<file path="src/rtl/risc_pipe_ctrl.sv">
// rtl/risc_pipe_ctrl.sv - pipeline hazard/flush/debug-halt sequencing controller (optional RISC_PIPE_PERF_EN counters)
module risc_pipe_ctrl #(
  parameter int REG_AW = 5,
  parameter int CNT_W  = 32
) (
  input  logic              CLK,
  input  logic              reset,
  input  logic [REG_AW-1:0] AA,
  input  logic [REG_AW-1:0] BA,
  input  logic              MA,
  input  logic              MB,
  input  logic              RW_ex,
  input  logic [REG_AW-1:0] DA_ex,
  input  logic [1:0]        MD_ex,
  input  logic              br_resolve,
  input  logic              br_taken,
  input  logic              br_predicted,
  input  logic              halt_req,
  input  logic              step_req,
  input  logic              perf_clr,
  output logic              stall_if,
  output logic              stall_dof,
  output logic              bubble_ex,
  output logic              flush_if,
  output logic              flush_dof,
  output logic              halted,
  output logic [CNT_W-1:0]  cyc_cnt,
  output logic [CNT_W-1:0]  stall_cnt,
  output logic [CNT_W-1:0]  flush_cnt
);

  typedef enum logic [1:0] {RUN, HALT, STEP} state_t;

  state_t state;
  logic   mispredict;
  logic   load_use;

  // Hazard detection: wrong-path branch in EX, and a load in EX feeding a DOF register operand
  always_comb begin
    mispredict = br_resolve & (br_taken != br_predicted);
    load_use   = RW_ex & (MD_ex == 2'b01) & (DA_ex != '0) &
                 ((~MA & (AA == DA_ex)) | (~MB & (BA == DA_ex)));
  end

  // Pipeline enables: mispredict squashes the front end, otherwise load-use or halt freezes it
  always_comb begin
    stall_if  = 1'b0;
    stall_dof = 1'b0;
    bubble_ex = 1'b0;
    flush_if  = 1'b0;
    flush_dof = 1'b0;
    if (!reset) begin
      if (mispredict) begin
        flush_if  = 1'b1;
        flush_dof = 1'b1;
      end else if (load_use || state == HALT) begin
        stall_if  = 1'b1;
        stall_dof = 1'b1;
        bubble_ex = 1'b1;
      end
    end
  end

  // Debug state machine; halted mirrors the state being entered so it is valid while in HALT
  always_ff @(posedge CLK) begin
    if (reset) begin
      state  <= RUN;
      halted <= 1'b0;
    end else begin
      case (state)
        RUN: begin
          if (halt_req && !mispredict && !load_use) begin
            state  <= HALT;
            halted <= 1'b1;
          end
        end
        HALT: begin
          if (!halt_req) begin
            state  <= RUN;
            halted <= 1'b0;
          end else if (step_req) begin
            state  <= STEP;
            halted <= 1'b0;
          end
        end
        STEP: begin
          // The stepped instruction only advances in a cycle that is not held by load-use
          if (mispredict || !load_use) begin
            state  <= halt_req ? HALT : RUN;
            halted <= halt_req;
          end
        end
        default: begin
          state  <= RUN;
          halted <= 1'b0;
        end
      endcase
    end
  end

`ifdef RISC_PIPE_PERF_EN
  // Performance counters: clear beats increment, all wrap naturally
  always_ff @(posedge CLK) begin
    if (reset || perf_clr) begin
      cyc_cnt   <= '0;
      stall_cnt <= '0;
      flush_cnt <= '0;
    end else begin
      cyc_cnt   <= cyc_cnt + CNT_W'(1);
      stall_cnt <= stall_cnt + CNT_W'(stall_if);
      flush_cnt <= flush_cnt + CNT_W'(flush_if);
    end
  end
`else
  logic unused_perf_clr;
  assign unused_perf_clr = perf_clr;
  assign cyc_cnt   = '0;
  assign stall_cnt = '0;
  assign flush_cnt = '0;
`endif

endmodule

</file>
<file path="config.mk">
export PLATFORM = sky130hd
export DESIGN_NAME = risc_pipe_ctrl
export DESIGN_NICKNAME = d
export VERILOG_FILES = /design/src/rtl/risc_pipe_ctrl.sv
export SDC_FILE = /design/constraint.sdc
export NUM_CORES = 1
export LEC_CHECK = 0
export CAP_MARGIN = 40
export CORE_MARGIN = 2
export CORE_UTILIZATION = 30
export DETAILED_ROUTE_END_ITERATION = 6
export PLACE_DENSITY_LB_ADDON = 0.12
export SLEW_MARGIN = 20
export SYNTH_ARGS = -nofsm -noshare
export SYNTH_HDL_FRONTEND = slang
export SYNTH_SLANG_ARGS = --single-unit
export TNS_END_PERCENT = 5
</file>
<file path="constraint.sdc">
create_clock -name CLK -period 3.25 [get_ports CLK]
set_input_delay 0.65 -clock CLK [delete_from_list [all_inputs] [get_ports CLK]]
set_output_delay 0.65 -clock CLK [all_outputs]
set_load 0.005 [all_outputs]
</file>
After elaboration in Yosys (flattened, before gate mapping)
Index checks and enable logic that the tools add are counted.
{ "word_totals": {"reg_bits": 3, "out_inout_bits": 102} }
{ "op_classes": {"eq_ne": 9, "n_mux": 16, "n_bitwise": 9, "n_reduce_logical": 9} }
{ "ops": {"columns": ["cell", "count"], "rows": [
  ["== test 5 bit", 2],
  ["two-way mux 1 bit", 10],
  ["two-way mux 2 bit", 4],
  ["bitwise AND 1 bit", 6],
  ["one-hot mux 2 bit (3 select lines)", 1],
  ["nonzero test 5 bit", 1],
  ["== test 2 x 1 -> 1 bit, second input constant", 2],
  ["inequality test 2 bit, second input constant", 2],
  ["inequality test 3 bit, second input constant", 1],
  ["one-hot mux 1 bit (3 select lines)", 1],
  ["AND reduction 3 bit", 1],
  ["== test 2 bit, second input constant", 1],
  ["logical AND 1 bit", 2],
  ["zero test 1 bit", 2],
  ["zero test 2 bit", 1],
  ["logical OR 1 bit", 2],
  ["NOT 1 bit", 2],
  ["inequality test 1 bit", 1],
  ["bitwise OR 1 bit", 1]
]} }

Logic depth before layout (Yosys ltp)
{ "logic_depth": {"depth_word": 8, "mapped_depth": 6} }

Least setup slack after synthesis
OpenSTA, ideal clock, no wires.
{ "synth_timing": {"path_kind": "input port to output port", "startpoint": "input port DA_ex[1]", "endpoint": "output port stall_dof", "t_arrival_ns": 1.733, "required_ns": 2.600, "path_slack_ns": 0.867, "stages": 5, "path_buffers": 1, "path_cell_list": "or4_1 > o21ai_2 > o22ai_1 > and3b_1 > buf_4"} }
{ "synth_via": {"elab_chain_len": 8, "elab_cells_between_ends": 12, "classes_between": "eq/ne: 2; mux: 3; bitwise: 5; reduce/logical: 2"} }
{ "synth_lines": {"columns": ["element", "line", "source"], "rows": [
  ["from (decl)", "13", "input logic [REG_AW-1:0] DA_ex,"],
  ["== test 5 bit", "42", "((~MA & (AA == DA_ex)) | (~MB & (BA == DA_ex)));"],
  ["bitwise AND 1 bit", "42", null],
  ["bitwise OR 1 bit", "42", null],
  ["bitwise AND 1 bit *", "41", "load_use = RW_ex & (MD_ex == 2'b01) & (DA_ex != '0) &"],
  ["logical OR 1 bit *", "56", "end else if (load_use || state == HALT) begin"],
  ["two-way mux 1 bit * (3 in series)", null, null],
  ["to (decl)", "22", "output logic stall_dof,"]
]} }
Mark *: on every way between the ends. The rest lies on a longest branch, timed or not.

Worst setup path in the final report
{ "layout_timing": {"startpoint": "input port DA_ex[3]", "endpoint": "output port stall_dof"} }
{ "layout_via": {"elab_chain_len": 8, "elab_cells_between_ends": 12, "classes_between": "eq/ne: 2; mux: 3; bitwise: 5; reduce/logical: 2"} }
{ "layout_lines": {"columns": ["element", "line", "source"], "rows": [
  ["== test 5 bit", "42", null],
  ["bitwise AND 1 bit", "42", null],
  ["bitwise OR 1 bit", "42", null],
  ["bitwise AND 1 bit *", "41", null],
  ["logical OR 1 bit *", "56", null],
  ["two-way mux 1 bit *", "56", null],
  ["two-way mux 1 bit *", "53", "if (mispredict) begin"],
  ["two-way mux 1 bit *", "52", "if (!reset) begin"]
]} }
Marks and branches as above.

==> results.md <==
- Run status: complete, no violations
- Residual DRC count: 0
- Clock transition at path regs: 0.03 ns
- Syn Std Cell Area: 0.00115 mm^2
- Initial antenna violation count: 0
- Ys Warns: 0
- Mapped Avg Cell Area: 7.79 um^2
- Hold crit path type: flop to flop
- RSZ-0062 raised after global routing: no
- Largest family of logic cells by synthesized area: buffers and inverters
- Post-synthesis mux area share: 0
- Row count: 22
- ANT cells: 0
- CP Data Arrival Time: 2.32 ns
- Root buffer cell: clkbuf_8
- Final Critical Period: 2.97 ns
- First-pass iteration count of the detailed router: 4
- Total area of sequential cells: around 60 um^2
- Setup CP Type: primary input to primary output
- Met2 Routed Length: 864 um
- Area share of fa/ha/maj cells after synthesis: 0
- Element type at the critical path end: primary output
- Power Density: 213 mW/mm^2
- Core area: 0.00369 mm^2
- XOR/XNOR share of the synthesized area: 0.0836
- Hold_sp: halted$_SDFFE_PP0P_
- I/O pin count: 130
- Grt ovf: 0
- Design Area, Final: ~0.0012 mm^2
- Met3 wire length: 260 um
- Area of the multi-input gates: 713 um^2
- Post-DRT Antenna Nets: 0
- Vias: 741
- # hold bufs at CTS: 0
- MaxCap Viol Count: 0
- Clk sinks: 3
- Sequential share of the synthesized area: 0.0521
- Vias in the first global route: ~530
- DRT Wirelength: 1670 um
- Initial Util: 0.312
- Fin crit share: 0.914
- Final setup fails: 0
- Htree depth: 1
- EDFF count, synth: 0
- Fin util: 0.337
- Commonest non-fill, non-tap cell in the layout: conb_1
- Top Layer Used: met3
- RR Startpoint: state[1]$_SDFFE_PP0P_
- CP Launch Type: primary input
- Worst-path fanout max: 3
- CTS buffer count: 3
- Die area: approximately 0.0044 mm^2
- Detailed Route Iter0 Violations: 16
- Max frequency: 337 MHz
- Final Skew: about 0.0038 ns
- Fin Hold WS: 0.554 ns
- Area after DPL: 0.00118 mm^2
- Synth Area in Compound Gates: 0.101
- Peak VDD IR: 0.0826 mV
- Die Ht: 66.0 um
- Final Hold Fails: 0
- CTS tree: built
- Fillers: 408
- Wire length per cell: 7.21 um
- Total GRT Usage: 0.0617
- Layout cells sized above 1: 0.0870
- Ys flop type: dfxtp_1
- Setup Buffers After CTS: 0
- Nets: 213
- Clk Latency, worst-skew pair: around 0.21 ns
- Worst EP required: 2.60 ns
- Largest net degree at the start of global routing: 8
- Final max-slew violation count: 0
- Yosys reg bits: 3
- Simple-Gate Fraction of Synth Area: 0.112
- Static Leak: 0.685 nW
- Clock buffer depth: 2
- First-pass GRT wire length: 2150 um
- GPL Wtd Cong: 0.790
- Die Width: 66.0 um
- DP HPWL: between 1500 and 2000 um
- Most frequent cells in the layout: conb_1, clkdlybuf4s50_1, xor2_1
- Critical Path Start: DA_ex[3]
- Async SR Flop Fraction: 0
- Port Buffers: 32
- Metal-1 WL: between 500 and 600 um
- Syn-to-layout area delta: 7.82%
- Avg Vias per Cell: 3.19
- Post-synth cell types: 28
- Synthesized instance count: between 100 and 150
critical path, stage by stage:
cell,delay (ns)
clkdlybuf4s50_1,0.44
buf_4,0.15
or4_4,0.48
o21ai_2,0.14
o22ai_1,0.08
and3b_2,0.23
dlymetal6s2s_1,0.15
synth_stat cells (2+ instances only):
| master | number | area [um^2] |
|---|---|---|
| buf_4 | 99 | 743 |
| xor2_1 | 11 | 96.3 |
| nor2_1 | 5 | 18.8 |
| dfxtp_1 | 3 | 60.1 |
| and3b_1 | 2 | 17.5 |
| nand2_1 | 2 | 7.51 |
| nand2b_1 | 2 | 12.5 |
| nand4b_1 | 2 | 17.5 |
| nor4_1 | 2 | 12.5 |
| o21ai_0 | 2 | 10.0 |
final cells by class:
cell class / count / area share
clock buffers: 4 / 0.0363
flip-flops and latches: 3 / 0.0483
inverters: 1 / 0.00302
well taps: 48 / 0.0483
multi-input cells: 140 / 0.574
repair buffers: 36 / 0.290
report_power, final:
group / total (W) / switching (W) / internal, W
combinational: 0.000116 / 0.0000590 / 0.0000575
sequential: 0.0000435 / 0.00000308 / 0.0000405
clock: 0.000105 / 0.0000217 / 0.0000834
sequential cells by signal, indices dropped and copies added, names as in the netlist:
register  cells
state         2
halted        1
through the flow:
step,cells,total power [W],setup TNS [ns],worst slack [ns]
3_5_place_dp,228,0.000158,-0.374,-0.126
6_report,232,0.000265,0,0.279
4_1_cts,232,0.000267,-0.134,-0.0457
5_1_grt,232,0.000286,0,0.119
2_1_floorplan,243,0.000189,0,0.867
3_3_place_gp,228,0.000158,-0.334,-0.114
path summary, 6_finish.rpt:
kind	endpoint	slack, ns	cells past startpoint
setup / recovery	stall_dof	0.28	7
hold / removal	halted$_SDFFE_PP0P_	0.55	2
setup reg to reg	halted$_SDFFE_PP0P_	1.99	5
hold reg to reg	halted$_SDFFE_PP0P_	0.55	2
repair_timing:
action | in CTS | in global routing
gates resized for setup | 2 | 5
pin swaps | 1 | 2
endpoints found under the setup margin | 3 | 3
cloned | 0 | 0
per-layer routing:
| metal | vias up | global-route usage |
|---|---|---|
| met5 | - | 0 |
| met4 | 0 | 0.00765 |
| met3 | 0 | 0.0119 |
| met2 | 69 | 0.121 |
| met1 | 320 | 0.0695 |
| li1 | 352 | - |
cell families after synthesis:
| logic type | count (synthesis) |
|---|---|
| AO/OA/AOI/OAI | 12 |
| buffers and inverters | 100 |
| other | 1 |
| flip-flops | 3 |
| AND/OR/NAND/NOR | 21 |
| XOR/XNOR | 11 |
(Power assumes the default switching activity.)
